### config.mk
export PLATFORM = sky130hd
export DESIGN_NAME = apb_gpio_slave
export DESIGN_NICKNAME = d
export VERILOG_FILES = /design/src/rtl/apb_gpio_pkg.sv /design/src/rtl/apb_gpio_slave_sync_edge.sv /design/src/rtl/apb_gpio_slave.sv
export SDC_FILE = /design/constraint.sdc
export NUM_CORES = 1
export LEC_CHECK = 0
export CORE_UTILIZATION = 30
export CTS_CLUSTER_DIAMETER = 50
export DETAILED_ROUTE_END_ITERATION = 8
export GPL_TIMING_DRIVEN = 1
export PLACE_DENSITY_LB_ADDON = 0.15
export SYNTH_ARGS = -nofsm -noshare
export SYNTH_HDL_FRONTEND = slang
export SYNTH_SLANG_ARGS = --single-unit
### constraint.sdc
create_clock -name PCLK -period 5.38 [get_ports PCLK]
set_input_delay 0.538 -clock PCLK [delete_from_list [all_inputs] [get_ports PCLK]]
set_output_delay 0.538 -clock PCLK [all_outputs]
set_load 0.05 [all_outputs]
### src/rtl/apb_gpio_pkg.sv
// Register offsets and APB completer FSM states shared by the GPIO slave files.
package apb_gpio_pkg;

  localparam logic [31:0] OFF_DOUT = 32'h00;
  localparam logic [31:0] OFF_DIR  = 32'h04;
  localparam logic [31:0] OFF_DIN  = 32'h08;
  localparam logic [31:0] OFF_IEN  = 32'h0C;
  localparam logic [31:0] OFF_STAT = 32'h10;
  localparam logic [31:0] OFF_EDGE = 32'h14;
  localparam logic [31:0] LAST_OFF = 32'h14;

  typedef enum logic [1:0] {
    IDLE   = 2'd0,
    SETUP  = 2'd1,
    ACCESS = 2'd2
  } apb_state_e;

endpackage

### src/rtl/apb_gpio_slave_sync_edge.sv
// gpio_sync_edge: 2-flop pad synchronizer (2-cycle latency, no backpressure) plus per-bit edge events.
// The prev flop and event logic exist only when GPIO_IRQ_EN is defined; otherwise o_event is 0.
module gpio_sync_edge #(
  parameter int WIDTH = 32
) (
  input  logic             clk,
  input  logic             rst_n,
  input  logic [WIDTH-1:0] i_async,
  input  logic [WIDTH-1:0] i_edge_sel,
  output logic [WIDTH-1:0] o_sync,
  output logic [WIDTH-1:0] o_event
);

  logic [WIDTH-1:0] r_meta;
  logic [WIDTH-1:0] r_sync;

  always_ff @(posedge clk or negedge rst_n) begin
    if (!rst_n) begin
      r_meta <= '0;
      r_sync <= '0;
    end else begin
      r_meta <= i_async;
      r_sync <= r_meta;
    end
  end

  assign o_sync = r_sync;

`ifdef GPIO_IRQ_EN
  logic [WIDTH-1:0] r_prev;

  always_ff @(posedge clk or negedge rst_n) begin
    if (!rst_n) r_prev <= '0;
    else        r_prev <= r_sync;
  end

  // edge_sel=1 selects falling, 0 selects rising
  assign o_event = (i_edge_sel & ~r_sync & r_prev) | (~i_edge_sel & r_sync & ~r_prev);
`else
  logic w_unused_sel;
  assign w_unused_sel = ^i_edge_sel;
  assign o_event      = '0;
`endif

endmodule

### src/rtl/apb_gpio_slave.sv
// APB3 GPIO completer: 2+WAIT_CYCLES cycles from setup to PREADY, wait states via PREADY low.
// Edge detect, IRQ_EN/IRQ_STAT/EDGE_SEL registers and irq are built only with GPIO_IRQ_EN defined.
module apb_gpio_slave #(
  parameter int WIDTH       = 32,
  parameter int ADDR_W      = 8,
  parameter int WAIT_CYCLES = 0
) (
  input  logic              PCLK,
  input  logic              PRESETn,
  input  logic              PSEL,
  input  logic              PENABLE,
  input  logic              PWRITE,
  input  logic [ADDR_W-1:0] PADDR,
  input  logic [31:0]       PWDATA,
  output logic [31:0]       PRDATA,
  output logic              PREADY,
  output logic              PSLVERR,
  input  logic [WIDTH-1:0]  gpio_in,
  output logic [WIDTH-1:0]  gpio_out,
  output logic [WIDTH-1:0]  gpio_oe,
  output logic              irq
);
  import apb_gpio_pkg::*;

`ifdef GPIO_IRQ_EN
  localparam bit IRQ_IMPL = 1'b1;
  logic [WIDTH-1:0] r_ien, r_stat, r_edge, w_clr;
  logic             r_irq;
`else
  localparam bit IRQ_IMPL = 1'b0;
`endif

  apb_state_e       r_state, w_state_nxt;
  logic [3:0]       r_cnt, w_cnt_nxt;
  logic [WIDTH-1:0] r_dout, r_dir, w_din, w_event, w_edge_sel;
  logic [31:0]      w_addr, w_rdata;
  logic             w_ready, w_err, w_irq_off, w_wr_en;

  always_ff @(posedge PCLK or negedge PRESETn) begin
    if (!PRESETn) begin
      r_state <= IDLE;
      r_cnt   <= '0;
    end else begin
      r_state <= w_state_nxt;
      r_cnt   <= w_cnt_nxt;
    end
  end

  always_comb begin
    w_state_nxt = r_state;
    w_cnt_nxt   = r_cnt;
    case (r_state)
      IDLE:   if (PSEL && !PENABLE) w_state_nxt = SETUP;
      SETUP: begin
        w_state_nxt = ACCESS;
        w_cnt_nxt   = 4'(WAIT_CYCLES);
      end
      ACCESS: begin
        if (!PSEL)              w_state_nxt = IDLE;
        else if (r_cnt == 4'd0) w_state_nxt = PENABLE ? IDLE : SETUP;
        else                    w_cnt_nxt   = r_cnt - 4'd1;
      end
      default: w_state_nxt = IDLE;
    endcase
  end

  assign w_ready   = (r_state == ACCESS) && (r_cnt == 4'd0);
  assign w_addr    = 32'(PADDR);
  assign w_irq_off = (w_addr == OFF_IEN) || (w_addr == OFF_STAT) || (w_addr == OFF_EDGE);
  assign w_err     = (|PADDR[1:0]) || (w_addr > LAST_OFF) || (PWRITE && (w_addr == OFF_DIN)) ||
                     (!IRQ_IMPL && w_irq_off);
  assign w_wr_en   = PSEL && PENABLE && PWRITE && w_ready && !w_err;

  assign PREADY  = w_ready;
  assign PSLVERR = w_ready && w_err;
  assign PRDATA  = (w_ready && !PWRITE && !w_err) ? w_rdata : 32'h0;

  always_comb begin
    w_rdata = 32'h0;
    case (w_addr)
      OFF_DOUT: w_rdata = 32'(r_dout);
      OFF_DIR:  w_rdata = 32'(r_dir);
      OFF_DIN:  w_rdata = 32'(w_din);
`ifdef GPIO_IRQ_EN
      OFF_IEN:  w_rdata = 32'(r_ien);
      OFF_STAT: w_rdata = 32'(r_stat);
      OFF_EDGE: w_rdata = 32'(r_edge);
`endif
      default:  w_rdata = 32'h0;
    endcase
  end

  always_ff @(posedge PCLK or negedge PRESETn) begin
    if (!PRESETn) begin
      r_dout <= '0;
      r_dir  <= '0;
    end else if (w_wr_en) begin
      if (w_addr == OFF_DOUT) r_dout <= PWDATA[WIDTH-1:0];
      if (w_addr == OFF_DIR)  r_dir  <= PWDATA[WIDTH-1:0];
    end
  end

  assign gpio_out = r_dout;
  assign gpio_oe  = r_dir;

  gpio_sync_edge #(.WIDTH(WIDTH)) u_sync (
    .clk        (PCLK),
    .rst_n      (PRESETn),
    .i_async    (gpio_in),
    .i_edge_sel (w_edge_sel),
    .o_sync     (w_din),
    .o_event    (w_event)
  );

`ifdef GPIO_IRQ_EN
  assign w_clr = (w_wr_en && (w_addr == OFF_STAT)) ? PWDATA[WIDTH-1:0] : '0;

  // an event arriving on the same edge as its W1C wins over the clear
  always_ff @(posedge PCLK or negedge PRESETn) begin
    if (!PRESETn) begin
      r_ien  <= '0;
      r_stat <= '0;
      r_edge <= '0;
      r_irq  <= 1'b0;
    end else begin
      if (w_wr_en && (w_addr == OFF_IEN))  r_ien  <= PWDATA[WIDTH-1:0];
      if (w_wr_en && (w_addr == OFF_EDGE)) r_edge <= PWDATA[WIDTH-1:0];
      r_stat <= (r_stat & ~w_clr) | w_event;
      r_irq  <= |(r_stat & r_ien);
    end
  end

  assign w_edge_sel = r_edge;
  assign irq        = r_irq;
`else
  logic w_unused_event;
  assign w_unused_event = |w_event;
  assign w_edge_sel     = '0;
  assign irq            = 1'b0;
`endif

endmodule
==> flow_summary.json <==
{
  "status": "completed",
  "syn-num-nets": 432,
  "ctsHtreeMaxLevel": 4,
  "wl_um": 14100,
  "fin_area_um2": 7850,
  "cap_violations": 0,
  "netlist_area_um2": 5260,
  "ys.warnings.count": 0,
  "area_growth_pct": 49.4,
  "synthArstFlopShare_pct": 100,
  "avgViaCountPerCell": 4.55,
  "dieWidth_um": 134,
  "rsz0062_at_grt": "no",
  "postCtsSetupBuffers": 0,
  "finalPower_mw": 2.31,
  "firstDrtPassIters": 4,
  "worstSetupPathType": "reg2out",
  "start_util_pct": 30.6,
  "clockRootBuffer": "clkbuf_16",
  "fin_crit_ns": 4.40,
  "grt_pass1_vias": 3894,
  "timing_hold_violations_final": 0,
  "p_clk_share_pct": 49.8,
  "pwr-share-seq_pct": 45.2,
  "path_clk_slew_ns": 0.06,
  "ys.flop_type": "dfrtp_1",
  "irDropWorstVdd_uv": 216,
  "clk_latency_ns": 0.41,
  "setup_violations": 0,
  "synth_cell_types": 30,
  "seq_area_frac_synth_pct": 63.8,
  "syn_area_per_cell_um2": 14.9,
  "antenna_left": 0,
  "grt_overflow": 0,
  "nets": 613,
  "drv_slew": 0,
  "cp-start-kind": "flop",
  "ios": 176,
  "r2r_slack_ns": 2.19,
  "vias": 3518,
  "pwr-share-comb_pct": 5.0,
  "synth_most_common_cell": "dfrtp_1",
  "p_sw_mw": 0.512,
  "layout-drive-gt1-share_pct": 26.5,
  "grtUsageTotal_pct": 16.4,
  "die_y_um": 134,
  "power_density_nw_per_um2": 294,
  "synthCells": 354,
  "hold_buffers": 0,
  "maxSlewHeadroom_pct": 36.6,
  "dieArea_um2": 18100,
  "fin_util_pct": 45.7,
  "antenna_found_initial": 0,
  "synth-edff-count": 0,
  "cp_max_fo": 19,
  "worst_ep_required_time_ns": 4.84,
  "finalCritPeriodShare_pct": 81.9,
  "synth_top_area_share_pct": 63.8,
  "switching_share_pct": 22.2,
  "tightestPinTransition_ns": 0.948,
  "totalNegativeSetupSlack_ns": 0,
  "numCtsBuffers": 17,
  "placement.io_buffers": 174,
  "dpl-instance-area_um2": 7270,
  "yosys-top-cells-area": "dfrtp_1 64%, mux2_2 14%, mux2_4 8.6%, a22oi_1 4.6%, nor2_1 2.7%",
  "fp.coreArea_um2": 17200,
  "skew_ns": 0.00598,
  "dp_hpwl_um": 9160,
  "synth_commonest_cells": "134 x dfrtp_1, 65 x mux2_2, 38 x nor2_1",
  "max_freq_mhz": 227,
  "yosys.area.top_type": "dfrtp_1",
  "drc": 0,
  "rows": 48,
  "routabilityCongestion": 0.737,
  "p_int_mw": 1.80,
  "critPathArrivalTime_ns": 3.87,
  "leakage_nw": 3.45,
  "grt_first_pass_wirelength_um": 21900,
  "cts_resized": 0,
  "cp-end-kind": "output port",
  "cts_buffer_depth": 2,
  "drt_iter0_drc": 103,
  "wl_per_cell_um": 18.2,
  "grt_max_degree": 75,
  "ys_ff_latch": 134,
  "cts_tree": "built",
  "hp-class": "in2async",
  "antenna-diode-count": 0,
  "clock-sinks": 134
}
[layout make-up]
class                   count  area [um^2]
inverters                   4         15.0
flip-flops and latches    134         3350
well taps                 225          282
fillers                  1605         9320
repair buffers            183         1820
clock buffers              19          443
clock inverters            13          145
multi-input cells         195         1800
[power by group through the flow]
stage / Clock [mW] / Combinational, mW / Sequential, mW
after CTS: 1.19 / 0.119 / 1.04
after detailed placement: 0 / 0.118 / 1.06
final: 1.15 / 0.116 / 1.04
after global placement: 0 / 0.117 / 1.06
after global routing: 1.23 / 0.126 / 1.04
after floorplan: 0 / 0.0221 / 1.06
[worst max-delay path: stages (launching register included)]
cell and delay, ns:
dfrtp_1 0.40, inv_1 0.07, ha_1 0.15, or3b_4 0.41
or4_4 0.56, a211o_1 0.57, buf_4 0.35, nor2_1 0.14
clkdlybuf4s50_1 0.82
[layer usage]
metal  GRT usage (%)  vias to the layer above  share of wire, %
li1                -                     1612                 -
met3            5.71                        8               6.4
met1            19.4                     1790                42
met5               0                        -                 0
met2            28.0                      108                50
met4            5.24                        0               1.0
[path summary, 6_finish.rpt]
kind	to	cells after the start	startpoint
min in group PCLK	u_sync.o_sync[28]	0	u_sync.r_meta[28]
worst min register to register	u_sync.o_sync[28]	0	u_sync.r_meta[28]
worst max-delay path	PRDATA[11]	8	r_cnt[0]
worst min-delay path	r_cnt[2]	1	PRESETn
max in group asynchronous	u_sync.o_sync[20]	2	PRESETn
worst max register to register	gpio_oe[15]	7	r_cnt[0]
[per-stage QoR]
| stage | instances | setup WS, ns | hold slack, ns |
|---|---|---|---|
| finish | 773 | 0.975 | 0.0910 |
| detailed placement | 741 | 0.969 | 0.335 |
| floorplan | 354 | 2.16 | 0.242 |
| global placement | 741 | 1.01 | 0.332 |
| CTS | 773 | 0.906 | 0.104 |
| global route | 773 | 0.767 | 0.119 |
[cell usage in the layout (no fill, tap or decap), types with 2 or more instances in the layout]
cell,instances
a22oi_1,32
buf_4,8
bufinv_16,2
clkbuf_16,17
clkdlybuf4s50_1,172
clkinv_2,2
clkinv_4,2
clkinvlp_4,3
dfrtp_1,134
inv_1,4
inv_6,4
mux2_2,65
mux2_4,30
nand2b_1,2
nand3_1,3
nand4_1,3
nor2_1,38
nor2b_1,2
o21ai_0,2
or4_4,2
xor2_1,2
[registers in the layout, summed over array words and instances (netlist names)]
register	count
gpio_oe	32
gpio_out	32
u_sync.o_sync	32
u_sync.r_meta	32
r_cnt	4
r_state	2
[cells by family (layout without fill, tap and decap cells)]
family / count (synthesis) / after routing / synth area share [%]
flops: 134 / 134 / 63.8
mux: 96 / 96 / 22.7
fa+ha+maj: 1 / 1 / 0.238
buf+inv: 25 / 219 / 2.38
compound gates: 36 / 36 / 5.09
xor+xnor: 2 / 2 / 0.333
simple gates: 59 / 59 / 5.40
other cells: 1 / 1 / 0.0713
(Power assumes the default switching activity.)
